**config.mk**
```make
export PLATFORM = sky130hd
export DESIGN_NAME = c_detect_sched
export DESIGN_NICKNAME = d
export VERILOG_FILES = /design/src/rtl/c_sched_pkg.sv /design/src/rtl/c_detect_sched_arb.sv /design/src/rtl/c_detect_sched.sv
export SDC_FILE = /design/constraint.sdc
export NUM_CORES = 1
export LEC_CHECK = 0
export CORE_ASPECT_RATIO = 2
export CORE_UTILIZATION = 46
export DETAILED_ROUTE_END_ITERATION = 7
export GPL_ROUTABILITY_DRIVEN = 0
export PLACE_DENSITY_LB_ADDON = 0.12
export SLEW_MARGIN = 20
export SYNTH_ARGS = -nofsm -noshare
export SYNTH_HDL_FRONTEND = slang
export SYNTH_SLANG_ARGS = --single-unit
export TNS_END_PERCENT = 1
```
**constraint.sdc**
```tcl
create_clock -name c_clk -period 9.3 [get_ports c_clk]
set_input_delay 2.325 -clock c_clk [delete_from_list [all_inputs] [get_ports c_clk]]
set_output_delay 2.325 -clock c_clk [all_outputs]
set_load 0.01 [all_outputs]
```
**src/rtl/c_sched_pkg.sv**
```systemverilog
// c_sched_pkg: shared state encoding and constants for the detect scheduler
package c_sched_pkg;
  typedef enum logic [1:0] {IDLE = 2'd0, ISSUE = 2'd1, GAP = 2'd2} state_t;
  localparam int CDC_OCCUPANCY = 14;
  localparam int GAP_CW = 8;
endpackage

```
**src/rtl/c_detect_sched_arb.sv**
```systemverilog
// rr_arbiter: combinational round-robin grant, search starts just after last
module rr_arbiter #(
  parameter int NCH = 4,
  localparam int CHW = $clog2(NCH)
) (
  input  logic [NCH-1:0] req,
  input  logic [CHW-1:0] last,
  output logic           gnt_valid,
  output logic [CHW-1:0] gnt_idx
);
  logic [CHW-1:0] sh, p;
  logic [2*NCH-1:0] dbl;
  logic [NCH-1:0] rot;
  logic [CHW:0] sum;
  assign sh = (last == CHW'(NCH - 1)) ? '0 : last + CHW'(1);
  assign dbl = {req, req};
  assign rot = dbl[sh +: NCH];
  // lowest set bit of the rotated request vector
  always_comb begin
    p = '0;
    for (int i = NCH - 1; i >= 0; i--) if (rot[i]) p = CHW'(i);
  end
  assign sum = {1'b0, sh} + {1'b0, p};
  assign gnt_idx = (sum >= (CHW + 1)'(NCH)) ? CHW'(sum - (CHW + 1)'(NCH)) : sum[CHW-1:0];
  assign gnt_valid = |req;
endmodule

```
**src/rtl/c_detect_sched.sv**
```systemverilog
// c_detect_sched: shares one cdc_c2g crossing among NCH detect channels
module c_detect_sched
  import c_sched_pkg::*;
#(
  parameter int NCH = 4,
  parameter int DATASIZE = 16,
  parameter int COUNTSIZE = 32,
  parameter int ISSUE_GAP = CDC_OCCUPANCY,
  localparam int CHW = $clog2(NCH)
) (
  input  logic                     c_clk,
  input  logic                     c_rst,
  input  logic [NCH-1:0]           c_detect,
  input  logic [NCH*DATASIZE-1:0]  c_diff,
  input  logic [NCH*COUNTSIZE-1:0] c_diff_count,
  input  logic [NCH-1:0]           c_chan_en,
  input  logic                     c_ovf_clr,
  output logic                     c_detect_out,
  output logic [DATASIZE-1:0]      c_diff_out,
  output logic [COUNTSIZE-1:0]     c_diff_count_out,
  output logic [CHW-1:0]           c_chan_out,
  output logic [NCH-1:0]           c_overflow,
  output logic                     c_busy
);
  if (ISSUE_GAP < 2 || ISSUE_GAP > 255) begin : g_gap_chk
    $error("ISSUE_GAP must be within 2..255");
  end
  state_t state_q, state_d;
  logic [GAP_CW-1:0] cnt_q, cnt_d;
  logic [CHW-1:0] rr_q, rr_d, chan_q, chan_d, gnt_idx;
  logic det_q, det_d, gnt_valid, fire;
  logic [DATASIZE-1:0] dout_q, dout_d;
  logic [COUNTSIZE-1:0] cout_q, cout_d;
  logic [NCH-1:0] pend_q, pend_d, ovf_q, ovf_d, gnt_oh, hit, cap;
  logic [DATASIZE-1:0] sd_q [NCH];
  logic [COUNTSIZE-1:0] sc_q [NCH];
  rr_arbiter #(.NCH(NCH)) u_arb (
    .req(pend_q), .last(rr_q), .gnt_valid(gnt_valid), .gnt_idx(gnt_idx)
  );
  assign fire = (state_q == IDLE) && gnt_valid;
  assign gnt_oh = fire ? ({{(NCH-1){1'b0}}, 1'b1} << gnt_idx) : '0;
  assign hit = c_detect & c_chan_en;
  assign cap = hit & (~pend_q | gnt_oh);
  assign pend_d = cap | (pend_q & ~gnt_oh);
  assign ovf_d = (c_ovf_clr ? '0 : ovf_q) | (hit & pend_q & ~gnt_oh);
  // per-channel holding slots; a slot being granted may be refilled at once
  always_ff @(posedge c_clk or posedge c_rst) begin
    if (c_rst) begin
      pend_q <= '0;
      ovf_q <= '0;
      for (int i = 0; i < NCH; i++) begin
        sd_q[i] <= '0;
        sc_q[i] <= '0;
      end
    end else begin
      pend_q <= pend_d;
      ovf_q <= ovf_d;
      for (int i = 0; i < NCH; i++) if (cap[i]) begin
        sd_q[i] <= c_diff[i*DATASIZE +: DATASIZE];
        sc_q[i] <= c_diff_count[i*COUNTSIZE +: COUNTSIZE];
      end
    end
  end
  // issue FSM: grant in IDLE, one pulse cycle, then hold off until the crossing is free
  always_comb begin
    state_d = state_q;
    cnt_d = cnt_q;
    rr_d = rr_q;
    det_d = 1'b0;
    dout_d = dout_q;
    cout_d = cout_q;
    chan_d = chan_q;
    unique case (state_q)
      IDLE: if (gnt_valid) begin
        det_d = 1'b1;
        dout_d = sd_q[gnt_idx];
        cout_d = sc_q[gnt_idx];
        chan_d = gnt_idx;
        rr_d = gnt_idx;
        state_d = ISSUE;
      end
      ISSUE: begin
        cnt_d = GAP_CW'(1);
        state_d = (cnt_d == GAP_CW'(ISSUE_GAP - 1)) ? IDLE : GAP;
      end
      GAP: begin
        cnt_d = cnt_q + GAP_CW'(1);
        state_d = (cnt_d == GAP_CW'(ISSUE_GAP - 1)) ? IDLE : GAP;
      end
      default: state_d = IDLE;
    endcase
  end
  // FSM and output registers
  always_ff @(posedge c_clk or posedge c_rst) begin
    if (c_rst) begin
      state_q <= IDLE;
      cnt_q <= '0;
      rr_q <= CHW'(NCH - 1);
      det_q <= 1'b0;
      dout_q <= '0;
      cout_q <= '0;
      chan_q <= '0;
    end else begin
      state_q <= state_d;
      cnt_q <= cnt_d;
      rr_q <= rr_d;
      det_q <= det_d;
      dout_q <= dout_d;
      cout_q <= cout_d;
      chan_q <= chan_d;
    end
  end
  assign c_detect_out = det_q;
  assign c_diff_out = dout_q;
  assign c_diff_count_out = cout_q;
  assign c_chan_out = chan_q;
  assign c_overflow = ovf_q;
  assign c_busy = (state_q == ISSUE) || (state_q == GAP);
endmodule

```
==> results.md, run 1 <==
* Critical path's largest stage delay at 0.70 ns
* Die Area at 26200 um2
* Tot Pwr at ~2.7 mW
* Area fraction of the dominant cell type after synthesis at 55.7%
* Chain of cells forming the critical path: ha_1 -> or2_1 -> inv_2 -> nor3_1 -> a31oi_1 -> o211ai_1 -> ha_4 -> buf_4 -> nand2_1 -> nor3_1 -> o21bai_1 -> o31ai_4 -> buf_4 -> mux2_2
* Cell area after layout at between 15000 and 20000 um2
* Total of hold buffers inserted after clock tree synthesis at 0
* Share of post-route cells with drive strength above 1 at a little over a fifth
* Die H at 228 um
* Hold Crit Class: flip-flop to flip-flop
* Endpoint kind of the worst setup timing path: flip-flop
* Worst Path Required at about 9.7 ns
* Outcome: completed
* Area of the mapped netlist at 11700 um2
* Max-cap check violation count at 0
* Cts repair resizes at 0
* IO Count at between 200 and 300
* Total number of vias at 8156
* Routed length per placed instance at ~20 um
* Synthesized area per cell at between 10 and 15 um2
* Clock-pin slew on the worst setup and hold paths at 0.07 ns
* Clock period minus worst slack at 4.61 ns
* Number of nets produced by synthesis at about 1100
* Most common cell in the netlist: sky130_fd_sc_hd__dfrtp_1
* Via/cell ratio at about 5.5
* Via count of the first global-routing pass at ~8700
* Overall overflow remaining after global route at 0
* Filler Cell Count at roughly 2100
* Post-Route WL at approximately 31000 um
* Gate family responsible for the most delay along the worst path: buffers and inverters
* Overall routing resource usage at about a quarter
* Effective utilization at floorplan at between 40% and 50%
* Layout overhead on the synthesized area at 31.0%
* Number of sinks handled by clock tree synthesis at 263
* Worst-case clock skew at between 0.015 and 0.02 ns
* Initial DRC Count at 457
* Fin worst setup slack at approximately 4.7 ns
* Gate count of the mapped netlist at 901
* Highest Clock Rate at between 200 and 250 MHz
* Number of H-tree branching levels at 1
* Dominant cell type by area after synthesis: sky130_fd_sc_hd__dfrtp_1
* Placement row count at ~80
* Setup repair after global routing missed its margin: false
* Final number of setup-violating endpoints at 0
* Clock network latency to the later pin of the worst-skew pair at 0.53 ns
* Pleak at roughly 6.8 nW
* Fraction of registers with async set/reset at between 90% and 100%
* CORE AREA at around 25000 um2
* Slew at the pin closest to its max-slew limit at between 0.9 and 1 ns
* Number of buffers between clock root and the deepest sink at 3
* Final worst path period share at between 40% and 50%
* Antenna cell count at 0
* Startpoint type of the worst setup path: flip-flop
* Number of clock buffers inserted by TritonCTS at 24
* Non-filler cells in the finished layout at about 1500
* Prevailing post-synth register cell: sky130_fd_sc_hd__dfrtp_1
* Max Slew Vio Count at 0
* HPWL after detailed placement at 20400 um
* Antenna violations before repair at 0
* Final Hold Violating Endpoints at 0
* Pwr Density at ~180 nW/um2
* Area of the multi-input gates at just under 5000 um2
* Post-CTS Setup Bufs at 0
* Number of nets in the final layout at between 1000 and 1500
* Master of the slowest instance on the critical path: sky130_fd_sc_hd__buf_4
* Number of different library cells in the post-synthesis netlist at 45
* CTS tree: yes
* Critical setup path kind: flip-flop to flip-flop
* Die boundary width at 115 um
* Count of buffers inserted at the top-level ports at between 200 and 300
* Global-route wire length before repair at roughly 48000 um
* Arrival time at the worst endpoint at between 5 and 6 ns
* First-pass iteration count of the detailed router at 4
* Critical path buffer and inverter count at 3
* Sum of negative setup slack at 0 ns
* Highest net fanout along the worst path at between 60 and 70
* Number of synthesized register bits at roughly 260
* Area contributors post-synth: sky130_fd_sc_hd__dfrtp_1 56%, sky130_fd_sc_hd__mux2_2 17%, sky130_fd_sc_hd__mux2i_1 4.1%, sky130_fd_sc_hd__o2111ai_1 3.6%, sky130_fd_sc_hd__o311ai_0 3.6%
* Minimum setup slack after placement at roughly 4.7 ns
* Peak ir drop on the vdd network at around 0.17 mV
* Number of flops mapped to enable cells by yosys at 0
* Cell Count Post-Placement at 1441
* Placed instance area at between 10000 and 15000 um2
* DRC violation count after routing at 0
* Antenna Nets Post-Route at 0
* Warning count from the yosys run at 0
* Root cell of the clock tree: sky130_fd_sc_hd__clkbuf_16
* Proportion of synthesized chip area in sequential cells at 56.2%
* Maximum number of pins on one net before global-route repair at 77
* Commonest cells post-synth: 261 x sky130_fd_sc_hd__dfrtp_1, 174 x sky130_fd_sc_hd__mux2_2, 75 x sky130_fd_sc_hd__nand2_1, 50 x sky130_fd_sc_hd__nand2b_1
* Max transition margin at a little over a third
* Storage element area at 6580 um2
layer usage:
layer | vias to the layer above | part of all wire (%) | track usage (%)
met5 | - | 0 | 0
met2 | 222 | 53 | 43.6
met4 | 0 | 3.6 | 9.42
li1 | 3790 | - | -
met1 | 4089 | 38 | 27.9
met3 | 55 | 4.8 | 3.93
cell usage in the layout, fill, tap and decap left out, types with 9 or more instances in the layout:
| master | count |
|---|---|
| sky130_fd_sc_hd__mux2_2 | 174 |
| sky130_fd_sc_hd__nor2_1 | 9 |
| sky130_fd_sc_hd__clkdlybuf4s50_1 | 258 |
| sky130_fd_sc_hd__o21ai_0 | 11 |
| sky130_fd_sc_hd__dfrtp_1 | 261 |
| sky130_fd_sc_hd__mux2i_1 | 48 |
| sky130_fd_sc_hd__mux2_1 | 20 |
| sky130_fd_sc_hd__inv_1 | 14 |
| sky130_fd_sc_hd__o2111ai_1 | 48 |
| sky130_fd_sc_hd__nand2_1 | 75 |
| sky130_fd_sc_hd__o311ai_0 | 48 |
| sky130_fd_sc_hd__clkbuf_16 | 25 |
| sky130_fd_sc_hd__nand2b_1 | 50 |
| sky130_fd_sc_hd__buf_4 | 16 |
worst paths after layout:
kind / start / to / slack, ns / depth (start not counted)
worst max-delay path: rr_q[0]$_DFFE_PP1P_ / sc_q[72]$_DFFE_PP0P_ / 4.69 / 14
worst min-delay path: sc_q[43]$_DFFE_PP0P_ / sc_q[43]$_DFFE_PP0P_ / 0.48 / 1
worst max register to register: rr_q[0]$_DFFE_PP1P_ / sc_q[72]$_DFFE_PP0P_ / 4.69 / 14
worst min register to register: sc_q[43]$_DFFE_PP0P_ / sc_q[43]$_DFFE_PP0P_ / 0.48 / 1
max in group asynchronous: c_rst / sc_q[11]$_DFFE_PP0P_ / 5.67 / 3
min in group asynchronous: c_rst / sc_q[38]$_DFFE_PP0P_ / 2.25 / 2
power breakdown:
part           total, mW  internal, mW  switching, mW
clock network      0.993         0.563          0.430
registers           1.39          1.31         0.0821
logic              0.351         0.238          0.113
worst register-to-register path: stages, from the launching register on:
cell                       delay (ns)
sky130_fd_sc_hd__dfstp_2         0.39
sky130_fd_sc_hd__ha_1            0.21
sky130_fd_sc_hd__or2_1           0.27
sky130_fd_sc_hd__inv_2           0.17
sky130_fd_sc_hd__nor3_1          0.06
sky130_fd_sc_hd__a31oi_1         0.16
sky130_fd_sc_hd__o211ai_1        0.14
sky130_fd_sc_hd__ha_4            0.46
sky130_fd_sc_hd__buf_4           0.71
sky130_fd_sc_hd__nand2_1         0.41
sky130_fd_sc_hd__nor3_1          0.23
sky130_fd_sc_hd__o21bai_1        0.14
sky130_fd_sc_hd__o31ai_4         0.08
sky130_fd_sc_hd__buf_4           0.64
sky130_fd_sc_hd__mux2_2          0.44
through the flow:
step / utilization [%] / hold slack, ns
after floorplan: - / 0.457
after global placement: 58.2 / 0.468
after detailed placement: 58.2 / 0.474
after CTS: 61.4 / 0.488
after global routing: 61.4 / 0.502
final: 61.4 / 0.485
logic make-up after synthesis:
family / count (synthesis) / share of synthesized area (%)
xor gates and xnor gates: 3 / 0.224
and+or+nand+nor: 156 / 6.42
AOI/OAI and AO/OA: 143 / 10.3
buffers and inverters: 87 / 3.38
DFF: 263 / 56.2
adders and majority gates: 7 / 0.747
muxes: 242 / 22.7
cell type report:
type / count / share of cell area, %
Sequential cell: 263 / 42.9
Multi-Input combinational cell: 551 / 31.3
Timing Repair Buffer: 274 / 17.6
Clock buffer: 33 / 4.66
Tap cell: 336 / 2.74
Clock inverter: 8 / 0.440
Inverter: 17 / 0.440
state kept, by name (all words and copies together) (netlist names):
register,count
c_diff_count_out,32
pend_q,4
rr_q,2
c_overflow,4
c_detect_out,1
c_chan_out,2
sd_q,64
state_q,2
sc_q,128
c_diff_out,16
cnt_q,8
(Power assumes the default switching activity.)
==> run 2: changes to the inputs <==
--- a/config.mk
+++ b/config.mk
@@ -6,7 +6,7 @@
 export NUM_CORES = 1
 export LEC_CHECK = 0
 export CORE_ASPECT_RATIO = 2
-export CORE_UTILIZATION = 46
+export CORE_UTILIZATION = 47
 export DETAILED_ROUTE_END_ITERATION = 7
 export GPL_ROUTABILITY_DRIVEN = 0
 export PLACE_DENSITY_LB_ADDON = 0.12
==> constraint.sdc (replaced) <==
create_clock -name c_clk -period 4.4 [get_ports c_clk]
set_input_delay 1.1 -clock c_clk [delete_from_list [all_inputs] [get_ports c_clk]]
set_output_delay 1.1 -clock c_clk [all_outputs]
set_load 0.01 [all_outputs]
==> run 2 against run 1 <==
Clock power grew 110%. Fmax grew 23%. Die area shrank 2.1%. Critical path type unchanged. Critical endpoint is now sc_q[24]$_DFFE_PP0P_. Largest cell class unchanged. Largest power group unchanged.
==> results.md, run 2 (synthesized netlist as in run 1, its figures left out) <==
* Pwr Density at around 370 nW/um2
* Count of buffers inserted at the top-level ports at 258
* Worst-case clock skew at approximately 0.012 ns
* Post-Route WL at approximately 30000 um
* Clock network latency to the later pin of the worst-skew pair at roughly 0.53 ns
* Via/cell ratio at between 5 and 6
* Filler Cell Count at 1945
* Startpoint type of the worst setup path: flip-flop
* Cell area after layout at ~15000 um2
* Tot Pwr at 5.74 mW
* Number of sinks handled by clock tree synthesis at 263
* Length in cells of the worst reg-to-reg path at 12
* Overall routing resource usage at 24.4%
* Effective utilization at floorplan at between 40% and 50%
* Beginning of the worst register-to-register path: rr_q[0]$_DFFE_PP1P_
* CTS tree: yes
* Post-CTS Setup Bufs at 0
* Clock-pin slew on the worst setup and hold paths at 0.07 ns
* Number of nets in the final layout at 1345
* DRC violation count after routing at 0
* Number of clock buffers inserted by TritonCTS at 25
* Placement row count at 81
* Area of the multi-input gates at about 4800 um2
* Critical setup path kind: flip-flop to flip-flop
* HPWL after detailed placement at roughly 20000 um
* Clock period minus worst slack at roughly 3.8 ns
* Hold Crit Class: flip-flop to flip-flop
* Number of buffers between clock root and the deepest sink at 3
* First-pass iteration count of the detailed router at 4
* Highest net fanout along the worst path at ~60
* Total number of vias at 8176
* Outcome: completed
* Antenna violations before repair at 4
* Number of H-tree branching levels at 1
* Highest Clock Rate at roughly 270 MHz
* Global-route wire length before repair at roughly 48000 um
* Hold Path End: rr_q[0]$_DFFE_PP1P_
* Initial DRC Count at about 470
* Storage element area at 6580 um2
* Setup repair after global routing missed its margin: false
* Placed instance area at around 15000 um2
* Total of hold buffers inserted after clock tree synthesis at 0
* Worst Path Required at roughly 4.8 ns
* Max Slew Vio Count at 0
* Die boundary width at ~110 um
* Root cell of the clock tree: sky130_fd_sc_hd__clkbuf_16
* Die Area at around 26000 um2
* Slew at the pin closest to its max-slew limit at slightly above 0.9 ns
* Overall overflow remaining after global route at 0
* CORE AREA at approximately 24000 um2
* Antenna Nets Post-Route at 0
* Routed length per placed instance at 20.3 um
* Number of flip-flops under the largest register name at roughly 130
* Max-cap check violation count at 0
* Final worst path period share at between 80% and 90%
* Top library cells by usage in the layout, fill and taps aside: 261 x sky130_fd_sc_hd__dfrtp_1, 258 x sky130_fd_sc_hd__clkdlybuf4s50_1, 174 x sky130_fd_sc_hd__mux2_2
* Reg-to-reg critical path endpoint: sc_q[24]$_DFFE_PP0P_
* Final Hold Violating Endpoints at 0
* Layout overhead on the synthesized area at 31.4%
* Via count of the first global-routing pass at between 8000 and 9000
* IO Count at approximately 260
* Hold path cells at 2
* Endpoint kind of the worst setup timing path: flip-flop
* Maximum number of pins on one net before global-route repair at between 100 and 150
* Cell Count Post-Placement at between 1000 and 1500
* Leading cell type in the layout, fill and taps excluded: sky130_fd_sc_hd__dfrtp_1
* Peak ir drop on the vdd network at between 0.3 and 0.4 mV
* Arrival time at the worst endpoint at between 4 and 5 ns
* Reg with most FFs: sc_q
* Die H at 225 um
* Final number of setup-violating endpoints at 0
* Pleak at ~6.8 nW
* Cts repair resizes at 0
* Non-filler cells in the finished layout at ~1500
* Share of post-route cells with drive strength above 1 at 21.5%
* R2R setup slack at 0.64 ns
* Hold_sp: rr_q[0]$_DFFE_PP1P_
* Max transition margin at just under 40%
run 2: changes by cell type in the layout (fill, tap and decap cells not counted), sizes merged:
cell,change
bufinv,-1
clkinvlp,+2
clkinv,-1
clkbuf,+3
diode,+4
inv,+2
buf,+3
run 2: final cells by class:
cell class                      instances  area share [%]
Sequential cell                       263            42.7
Multi-Input combinational cell        551            31.2
Timing Repair Buffer                  277            17.9
Clock buffer                           36            4.59
Tap cell                              332            2.70
Clock inverter                         10           0.438
Inverter                               17           0.438
Antenna cell                            4          0.0650
run 2: how the worst max path moves through the flow:
| stage | to | slack (ns) | cells after the start | startpoint |
|---|---|---|---|---|
| CTS | sc_q[24]$_DFFE_PP0P_ | 0.64 | 12 | rr_q[0]$_DFFE_PP1P_ |
| floorplan | c_chan_out[0]$_DFFE_PP0P_ | -0.17 | 1 | c_rst |
| detailed placement | sc_q[24]$_DFFE_PP0P_ | 0.65 | 12 | rr_q[0]$_DFFE_PP1P_ |
| global route | sc_q[74]$_DFFE_PP0P_ | 0.34 | 12 | rr_q[0]$_DFFE_PP1P_ |
| global placement | sc_q[22]$_DFFE_PP0P_ | 0.70 | 12 | rr_q[0]$_DFFE_PP1P_ |
| finish | sc_q[24]$_DFFE_PP0P_ | 0.64 | 12 | rr_q[0]$_DFFE_PP1P_ |
run 2: critical path, stage by stage, from the launching register on:
cell	delay, ns
sky130_fd_sc_hd__dfstp_2	0.39
sky130_fd_sc_hd__ha_1	0.21
sky130_fd_sc_hd__or2_1	0.27
sky130_fd_sc_hd__inv_2	0.16
sky130_fd_sc_hd__nor4_1	0.07
sky130_fd_sc_hd__a21oi_1	0.13
sky130_fd_sc_hd__o211ai_1	0.14
sky130_fd_sc_hd__ha_4	0.34
sky130_fd_sc_hd__buf_4	0.63
sky130_fd_sc_hd__nand4_1	0.28
sky130_fd_sc_hd__o22ai_4	0.19
sky130_fd_sc_hd__buf_4	0.41
sky130_fd_sc_hd__mux2_2	0.39
run 2: where the power goes:
group | switching [mW] | internal, mW | total (mW)
combinational | 0.241 | 0.507 | 0.748
sequential | 0.174 | 2.77 | 2.94
clock | 0.927 | 1.13 | 2.05
total | 1.34 | 4.40 | 5.74
run 2: metrics by stage:
stage / setup slack [ns] / util [%] / hold WS, ns / TNS [ns]
global placement: 0.698 / 59.9 / 0.466 / 0
detailed placement: 0.652 / 59.9 / 0.474 / 0
floorplan: -0.168 / - / 0.457 / -43.82
CTS: 0.639 / 63.0 / 0.485 / 0
global route: 0.340 / 63.1 / 0.507 / 0
finish: 0.636 / 63.1 / 0.486 / 0
run 2: routing by layer:
layer / routed length, um / vias up / share of wire, % / global-route usage (%)
li1: - / 3807 / - / -
met1: 11400 / 4099 / 38 / 27.8
met2: 16300 / 219 / 54 / 44.2
met3: 1530 / 51 / 5.0 / 4.28
met4: 1020 / 0 / 3.4 / 10.2
met5: 0 / - / 0 / 0
